### src/rtl/gf16_pkg.sv
// GF(2^4) arithmetic definitions shared by the RS syndrome datapath.
// Field polynomial P(x) = x^4 + x^3 + 1, primitive element alpha = x.
package gf16_pkg;

    localparam int             GF_W    = 4;
    localparam logic [GF_W:0]  GF_POLY = 5'b11001;

    // alpha^i for i = 0..14; alpha^15 wraps back to 1.
    localparam logic [GF_W-1:0] ALPHA_POW [0:14] = '{
        4'b0001, 4'b0010, 4'b0100, 4'b1000, 4'b1001,
        4'b1011, 4'b1111, 4'b0111, 4'b1110, 4'b0101,
        4'b1010, 4'b1101, 4'b0011, 4'b0110, 4'b1100
    };

    typedef enum logic [1:0] {
        IDLE  = 2'd0,
        ACCUM = 2'd1,
        DONE  = 2'd2
    } syn_state_e;

    // Reference shift-and-add multiply; handy for constant folding and checks.
    function automatic logic [GF_W-1:0] gf16_mul(input logic [GF_W-1:0] a,
                                                 input logic [GF_W-1:0] b);
        logic [GF_W-1:0] acc;
        logic [GF_W-1:0] x;
        acc = '0;
        x   = a;
        for (int i = 0; i < GF_W; i++) begin
            if (b[i]) acc = acc ^ x;
            x = x[GF_W-1] ? ({x[GF_W-2:0], 1'b0} ^ GF_POLY[GF_W-1:0])
                          : {x[GF_W-2:0], 1'b0};
        end
        return acc;
    endfunction

endpackage

### src/rtl/gf16_mastrovito_mul.sv
// Combinational 4x4 GF(16) multiplier: full polynomial product, then a
// fixed reduction of the x^4..x^6 terms modulo x^4 + x^3 + 1.
module gf16_mastrovito_mul
    import gf16_pkg::*;
(
    input  logic [GF_W-1:0] a,
    input  logic [GF_W-1:0] b,
    output logic [GF_W-1:0] p
);

    logic [2*GF_W-2:0] c;

    // Carry-less product c(x) = a(x) * b(x), degree up to 6.
    always_comb begin
        c = '0;
        for (int i = 0; i < GF_W; i++) begin
            for (int k = 0; k < GF_W; k++) begin
                c[i+k] = c[i+k] ^ (a[i] & b[k]);
            end
        end
    end

    // Reduction: x^4 = x^3+1, x^5 = x^3+x+1, x^6 = x^3+x^2+x+1.
    assign p[0] = c[0] ^ c[4] ^ c[5] ^ c[6];
    assign p[1] = c[1] ^ c[5] ^ c[6];
    assign p[2] = c[2] ^ c[6];
    assign p[3] = c[3] ^ c[4] ^ c[5] ^ c[6];

endmodule

### src/rtl/gf16_rs_syndrome.sv
// Streaming RS syndrome generator over GF(16). Symbols arrive highest
// degree first; each accepted symbol performs one Horner step
// S_j <= S_j * alpha^j + r for every syndrome in parallel. After N_SYM
// symbols the syndromes are held on out_syn until the consumer takes them.
module gf16_rs_syndrome
    import gf16_pkg::*;
#(
    parameter int N_SYM = 15,
    parameter int N_SYN = 4
) (
    input  logic                  clk,
    input  logic                  rst_n,
    input  logic                  in_valid,
    output logic                  in_ready,
    input  logic [GF_W-1:0]       in_sym,
    output logic                  out_valid,
    input  logic                  out_ready,
    output logic [GF_W*N_SYN-1:0] out_syn,
    output logic                  out_err
);

    localparam logic [3:0] LAST = 4'(N_SYM - 1);

    syn_state_e                       state;
    logic [3:0]                       count;
    logic [N_SYN-1:0][GF_W-1:0]       syn;
    logic [N_SYN-1:0][GF_W-1:0]       prod;
    logic [N_SYN-1:0][GF_W-1:0]       syn_next;

    // One constant-operand multiplier per syndrome: syn[j-1] * alpha^j.
    for (genvar j = 0; j < N_SYN; j++) begin : g_syn
        gf16_mastrovito_mul u_mul (
            .a (syn[j]),
            .b (ALPHA_POW[j+1]),
            .p (prod[j])
        );
    end

    // Horner step; the first symbol of a codeword seeds every syndrome.
    always_comb begin
        syn_next = '0;
        for (int j = 0; j < N_SYN; j++) begin
            syn_next[j] = (state == IDLE) ? in_sym : (prod[j] ^ in_sym);
        end
    end

    assign in_ready = (state != DONE);
    assign out_syn  = syn;

    // Control FSM, symbol counter and syndrome registers; framing is by count only.
    always_ff @(posedge clk or negedge rst_n) begin
        if (!rst_n) begin
            state     <= IDLE;
            count     <= '0;
            syn       <= '0;
            out_valid <= 1'b0;
            out_err   <= 1'b0;
        end else begin
            case (state)
                IDLE, ACCUM: begin
                    if (in_valid) begin
                        syn <= syn_next;
                        if (count == LAST) begin
                            count     <= '0;
                            state     <= DONE;
                            out_valid <= 1'b1;
                            out_err   <= |syn_next;
                        end else begin
                            count <= count + 4'd1;
                            state <= ACCUM;
                        end
                    end
                end
                DONE: begin
                    if (out_ready) begin
                        syn       <= '0;
                        out_valid <= 1'b0;
                        out_err   <= 1'b0;
                        state     <= IDLE;
                    end
                end
                default: begin
                    state <= IDLE;
                end
            endcase
        end
    end

endmodule

### config.mk
export PLATFORM = sky130hd
export DESIGN_NAME = gf16_rs_syndrome
export DESIGN_NICKNAME = d
export VERILOG_FILES = /design/src/rtl/gf16_pkg.sv /design/src/rtl/gf16_mastrovito_mul.sv /design/src/rtl/gf16_rs_syndrome.sv
export SDC_FILE = /design/constraint.sdc
export NUM_CORES = 1
export LEC_CHECK = 0
export CORE_MARGIN = 4
export CORE_UTILIZATION = 53
export CTS_CLUSTER_DIAMETER = 80
export DETAILED_ROUTE_END_ITERATION = 7
export GPL_TIMING_DRIVEN = 0
export PLACE_DENSITY_LB_ADDON = 0.3
export SYNTH_ARGS = -nofsm -noshare
export SYNTH_HDL_FRONTEND = slang
export SYNTH_SLANG_ARGS = --single-unit
### constraint.sdc
create_clock -name clk -period 2.3 [get_ports clk]
set_clock_uncertainty 0.2 [all_clocks]
set_input_delay 0.575 -clock clk [delete_from_list [all_inputs] [get_ports clk]]
set_output_delay 0.575 -clock clk [all_outputs]
set_load 0.05 [all_outputs]
# Word level (Yosys, flattened, before mapping)
# Cells that the tools add are included.
[word_totals] ram_bits=0 romBits=0 in_bits=8 elab_cells=67 memories=0 latch_bits=0 reg_bits=24
[classes] div_mod_pow=0 eq_ne=7 n_mul=0 n_addsub=1 bitwise_logic=24 mux=19 reduce_logical=8 shift=0 order_cmp=0
[op_table] operator="$mux W16" count=2
[op_table] operator="$pmux W16 S2" count=1
[op_table] operator="$mux W4" count=5
[op_table] operator="$xor A1 B1 Y1" count=20
[op_table] operator="$reduce_or A16 Y1" count=1
[op_table] operator="$xor A4 B4 Y4" count=4
[op_table] operator="$ne A2 B2 Y1 const B" count=4
[op_table] operator="$mux W2" count=3
[op_table] operator="$mux W1" count=5
[op_table] operator="$add A4 B1 Y4 const B" count=1
[op_table] operator="$eq A4 B4 Y1 const B" count=1
[op_table] operator="$pmux W1 S2" count=2
[op_table] operator="$pmux W2 S2" count=1
[op_table] operator="$reduce_and A2 Y1" count=2
[op_table] operator="$reduce_and A4 Y1" count=1
[op_table] operator="$reduce_and A3 Y1" count=1
[op_table] operator="$eq A2 B1 Y1 const B" count=1
[op_table] operator="$eq A2 B2 Y1 const B" count=1
[op_table] operator="$logic_not A2 Y1" count=1
[op_table] operator="$reduce_bool A2 Y1" count=1
[op_table] operator="$reduce_or A2 Y1" count=1

# Logic depth before layout (Yosys ltp)
[logic_depth] depth_word=10 ltp_mapped=8

# Hierarchy
# Synthesis repeated with hierarchy kept, for this count alone.
[hier_totals] hier_cells=382 area_unflattened_um2=2855.2
[modules_own_cells] mod="gf16_rs_syndrome" area_each_um2=1529.0 n_inst=1 cells_per_inst=182
[modules_own_cells] mod="gf16_mastrovito_mul" area_each_um2=331.6 n_inst=4 cells_per_inst=50

# Worst setup path after synthesis
# Ideal clock, no wire load.
[synth_path] kind="reg2reg" startpoint="reg syn (netlist bit out_syn[15])" endpoint="reg out_err" stages_incl_launch_ff=8 setup_ns=0.127 t_arrival_ns=1.809 setup_slack_ns=0.164 cell_sequence="dfrtp_1 -> buf_6 -> xnor2_2 -> xnor2_1 -> o32a_1 -> o32a_1 -> nor3_2 -> a31oi_1"
[synth_between] elab_chain_len=10 word_cells_on_any_way=13
[synth_lines] item="from (decl)" line_no="gf16_rs_syndrome.sv:26" text="logic [N_SYN-1:0][GF_W-1:0] syn;"
[synth_lines] item="from (signal assigned)" line_no="gf16_rs_syndrome.sv:62" text="syn <= syn_next;"
[synth_lines] item="$xor A1 B1 Y1" line_no="gf16_mastrovito_mul.sv:18" text="c[i+k] = c[i+k] ^ (a[i] & b[k]);"
[synth_lines] item="$xor A1 B1 Y1 (3 in a row)" line_no="gf16_mastrovito_mul.sv:27" text="assign p[3] = c[3] ^ c[4] ^ c[5] ^ c[6];"
[synth_lines] item="$xor A4 B4 Y4 (*)" line_no="gf16_rs_syndrome.sv:43" text="syn_next[j] = (state == IDLE) ? in_sym : (prod[j] ^ in_sym);"
[synth_lines] item="$mux W4 (*)" line_no="gf16_rs_syndrome.sv:43"
[synth_lines] item="$reduce_or A16 Y1 (*)" line_no="gf16_rs_syndrome.sv:67" text="out_err <= |syn_next;"
[synth_lines] item="$mux W1 (*)" line_no="gf16_rs_syndrome.sv:63" text="if (count == LAST) begin"
[synth_lines] item="$mux W1 (*)" line_no="gf16_rs_syndrome.sv:61" text="if (in_valid) begin"
[synth_lines] item="$pmux W1 S2 (*)" line_no="gf16_rs_syndrome.sv:59" text="case (state)"
[synth_lines] item="to (signal assigned)" line_no="gf16_rs_syndrome.sv:67"
[synth_lines] item="to (decl)" line_no="gf16_rs_syndrome.sv:19" text="output logic out_err"
# Every way passes the cells marked *; elsewhere a longest branch is shown, timed or not. The select of a mux whose other input is x is not followed.
# A chain may end at the register's enable or synchronous reset.

# Worst setup path after layout
[layout_path] startpoint="in in_sym[1]" endpoint="reg out_err"
[layout_between] elab_chain_len=6 word_cells_on_any_way=12
[layout_lines] item="from (decl)" line_no="gf16_rs_syndrome.sv:15" text="input logic [GF_W-1:0] in_sym,"
[layout_lines] item="$xor A4 B4 Y4" line_no="gf16_rs_syndrome.sv:43"
[layout_lines] item="$mux W4" line_no="gf16_rs_syndrome.sv:43"
[layout_lines] item="$reduce_or A16 Y1 (*)" line_no="gf16_rs_syndrome.sv:67"
[layout_lines] item="$mux W1 (*)" line_no="gf16_rs_syndrome.sv:63"
[layout_lines] item="$mux W1 (*)" line_no="gf16_rs_syndrome.sv:61"
[layout_lines] item="$pmux W1 S2 (*)" line_no="gf16_rs_syndrome.sv:59"
# Marked as above.

==> run_summary.xml <==
<?xml version="1.0" encoding="UTF-8"?>
<metrics>
  <group name="floorplanning">
    <metric name="floorplan_die_area" unit="um^2">4090</metric>
    <metric name="die_w" unit="um">63.9</metric>
    <metric name="fp.dieH" unit="um">63.9</metric>
    <metric name="rows" unit="">20</metric>
    <metric name="core_area" unit="um^2">3030</metric>
    <metric name="boundaryPins" unit="">27</metric>
    <metric name="floorplan.initialDensity" unit="">0.548</metric>
  </group>
  <group name="worst_setup_path">
    <metric name="cp_slowest_stage_delay" unit="ns">0.63</metric>
    <metric name="worstPathCellList" unit="">clkdlybuf4s50_1 &gt; buf_4 &gt; a31oi_1 &gt; o21ai_0 &gt; nand4_1 &gt; nor3_2 &gt; a31oi_1</metric>
    <metric name="cp_max_fo" unit="">10</metric>
    <metric name="r2r_end" unit="">out_err</metric>
    <metric name="crit_family" unit="">buffers and inverters</metric>
    <metric name="path_common_cell" unit="">a31oi_1</metric>
    <metric name="cp_data_arrival_time" unit="ns">2.18</metric>
    <metric name="cp.required" unit="ns">2.30</metric>
    <metric name="rr_worst_depth" unit="">8</metric>
    <metric name="critical_path_cell_count" unit="">7</metric>
    <metric name="critical_path.endpoint" unit="">out_err</metric>
    <metric name="reg2reg_slack" unit="ns">0.20</metric>
    <metric name="critical_path.startpoint" unit="">in_sym[1]</metric>
    <metric name="criticalPathCategory" unit="">in -&gt; reg</metric>
    <metric name="startpoint_type" unit="">input port</metric>
    <metric name="crit-reg2reg-launch" unit="">state[1]</metric>
    <metric name="end_kind" unit="">flop</metric>
    <metric name="critical_path.slowest_cell" unit="">clkdlybuf4s50_1</metric>
    <metric name="cp.buffers_inverters" unit="">2</metric>
  </group>
  <group name="route">
    <metric name="route.vias.total" unit="">1449</metric>
    <metric name="dr_wl_cell" unit="um">13.6</metric>
    <metric name="drcViolationCount" unit="">0</metric>
    <metric name="total_wire_length" unit="um">3650</metric>
    <metric name="vias_per_cell" unit="">5.41</metric>
    <metric name="initialDrtViolationCount" unit="">52</metric>
    <metric name="detail-route-antenna-nets" unit="">0</metric>
    <metric name="firstDrtPassIters" unit="">4</metric>
  </group>
  <group name="clocking">
    <metric name="postCtsSetupRepairBufs" unit="">0</metric>
    <metric name="cts_tree" unit="">done</metric>
    <metric name="clock_sink_count" unit="">24</metric>
    <metric name="numCtsBuffers" unit="">3</metric>
    <metric name="clock_tree.root_cell" unit="">clkbuf_4</metric>
    <metric name="htree_levels" unit="">1</metric>
    <metric name="clkLatencyLatePin" unit="ns">0.31</metric>
    <metric name="cts.reportedPaths.clkPinSlew" unit="ns">0.13</metric>
    <metric name="cts_max_path_buffers" unit="">2</metric>
  </group>
  <group name="grt">
    <metric name="track_usage" unit="">0.195</metric>
    <metric name="grt_overflow" unit="">0</metric>
    <metric name="grt_use_met1" unit="">0.269</metric>
    <metric name="grt_pass1_vias" unit="">1413</metric>
    <metric name="grt_start_max_net_pins" unit="">25</metric>
    <metric name="grt_antenna_before_repair" unit="">0</metric>
    <metric name="top_usage_layer" unit="">met2</metric>
    <metric name="grt_use_met2" unit="">0.330</metric>
    <metric name="gr_met3_demand_resource" unit="">0.0246</metric>
    <metric name="first_pass_grt_wire_length" unit="um">6560</metric>
  </group>
  <group name="placed_design">
    <metric name="place_hpwl" unit="um">2660</metric>
    <metric name="gp_congestion" unit="">0.782</metric>
    <metric name="port_buffers" unit="">23</metric>
    <metric name="postPlaceCellArea" unit="um^2">1940</metric>
    <metric name="dp_slack" unit="ns">-0.484</metric>
  </group>
  <group name="sta">
    <metric name="worst_hold_slack" unit="ns">0.344</metric>
    <metric name="setup_viol_count_final" unit="">0</metric>
    <metric name="grt_setup_unrepaired" unit="">false</metric>
    <metric name="setup_slack" unit="ns">0.119</metric>
    <metric name="slew_headroom" unit="">0.270</metric>
    <metric name="period_needed" unit="ns">2.18</metric>
    <metric name="finalHoldViolCount" unit="">0</metric>
    <metric name="timing.final.crit_share" unit="">0.948</metric>
    <metric name="worst-slew-pin-transition" unit="ns">1.09</metric>
    <metric name="slew_viol_final" unit="">0</metric>
    <metric name="max_freq" unit="MHz">459</metric>
  </group>
  <group name="yosys">
    <metric name="synth-seq-area-share" unit="">0.362</metric>
    <metric name="synthMostInstantiatedCell" unit="">nand2_1</metric>
    <metric name="synthDominantCellAreaShare" unit="">0.362</metric>
    <metric name="synth-seq-cells" unit="">24</metric>
    <metric name="syn_nets" unit="">205</metric>
    <metric name="dominantRegCellSynth" unit="">dfrtp_1</metric>
    <metric name="synth-edff-count" unit="">0</metric>
    <metric name="syn_inst" unit="">197</metric>
    <metric name="synth_area_leaders" unit="">dfrtp_1 36%, xnor2_1 10%, nand2_1 7.2%</metric>
    <metric name="synth_commonest_cells" unit="">32 x nand2_1, 24 x dfrtp_1, 20 x o21ai_1</metric>
    <metric name="yosysWarningCount" unit="">0</metric>
    <metric name="yosys.cell_types.count" unit="">41</metric>
    <metric name="synthArstFlopShare" unit="">1.00</metric>
    <metric name="avgSynthCellArea" unit="um^2">8.42</metric>
    <metric name="synth_top_cell_by_area" unit="">dfrtp_1</metric>
    <metric name="netlist_area" unit="um^2">1660</metric>
  </group>
  <group name="run">
    <metric name="cap_viol_max_count" unit="">0</metric>
  </group>
  <group name="cells_and_area">
    <metric name="antenna_cells" unit="">0</metric>
    <metric name="drive_gt1_frac" unit="">0.0893</metric>
    <metric name="final_nets" unit="">233</metric>
    <metric name="syn2layout_area_growth" unit="%">18.7</metric>
    <metric name="layout.core_utilization" unit="">0.650</metric>
    <metric name="final_cell_area" unit="um^2">1970</metric>
  </group>
  <group name="status">
    <metric name="status" unit="">finished, final reports clean</metric>
  </group>
  <group name="min_path">
    <metric name="hp-class" unit="">reg -&gt; reg</metric>
  </group>
</metrics>
## worst min path at each step
stage	cells past startpoint	start	slack (ns)	to
2_1_floorplan	0	rst_n	0.08	count[0]
3_3_place_gp	2	out_valid	0.31	out_valid
5_1_grt	2	out_syn[2]	0.39	out_syn[2]
3_5_place_dp	2	out_valid	0.32	out_valid
6_report	2	out_syn[2]	0.34	out_syn[2]
4_1_cts	2	out_syn[2]	0.35	out_syn[2]
## registers in the layout, summed over array words and instances, names as in the netlist
signal     flops
out_syn       16
count          4
state          2
out_err        1
out_valid      1
## layout make-up
type | count | area, um^2
Fill cell | 276 | 1060
Multi-Input combinational cell | 157 | 986
Sequential cell | 24 | 601
Timing Repair Buffer | 23 | 210
Buffer | 12 | 65.1
Tap cell | 44 | 55.1
Clock buffer | 4 | 36.3
Inverter | 4 | 15.0
## worst register-to-register path: stages, from the launching register on
cell,delay [ns]
dfrtp_1,0.38
buf_2,0.18
nor2_2,0.31
clkbuf_2,0.28
o21ai_0,0.11
o21ai_0,0.10
nand4_1,0.13
nor3_2,0.19
a31oi_1,0.11
## stage by stage
| stage | TNS, ns | std cells |
|---|---|---|
| after global routing | 0 | 268 |
| after detailed placement | -3.45 | 264 |
| final | 0 | 268 |
| after global placement | -3.10 | 264 |
| after CTS | 0 | 268 |
| after floorplan | 0 | 197 |
## logic make-up after synthesis
family | Yosys count | share of synthesized area
compound gates | 47 | 0.167
buf+inv | 16 | 0.0445
xor+xnor | 34 | 0.193
flops | 24 | 0.362
mux | 3 | 0.0189
simple gates | 73 | 0.214
## metal layers
layer / share of wire / wire [um]
met5: 0 / 0
met4: 0.0041 / 15
met3: 0.035 / 128
met1: 0.47 / 1710
met2: 0.49 / 1790
## cells in the final DEF, fill, tap and decap left out, drive strengths merged, types with 5 or more instances in the layout
master | netlist | layout
o21ai | 27 | 27
xnor2 | 20 | 20
a21oi | 7 | 7
dfrtp | 24 | 24
a31oi | 5 | 5
clkbuf | 7 | 11
xor2 | 14 | 14
nor3 | 5 | 5
nor2 | 18 | 18
nand2 | 32 | 32
buf | 5 | 6
dlygate4sd2 | 0 | 16
## repair_timing
| item | in CTS | in global routing |
|---|---|---|
| endpoints found under the hold margin | 0 | 0 |
| setup endpoints to repair | 18 | 14 |
| pin swaps | 0 | 1 |
| hold buffers | 0 | 0 |
| gates resized for setup | 18 | 12 |
Power is left out: the tool's default activity adds up to more than one toggle a clock period on the data nets, which glitch-free logic cannot reach.
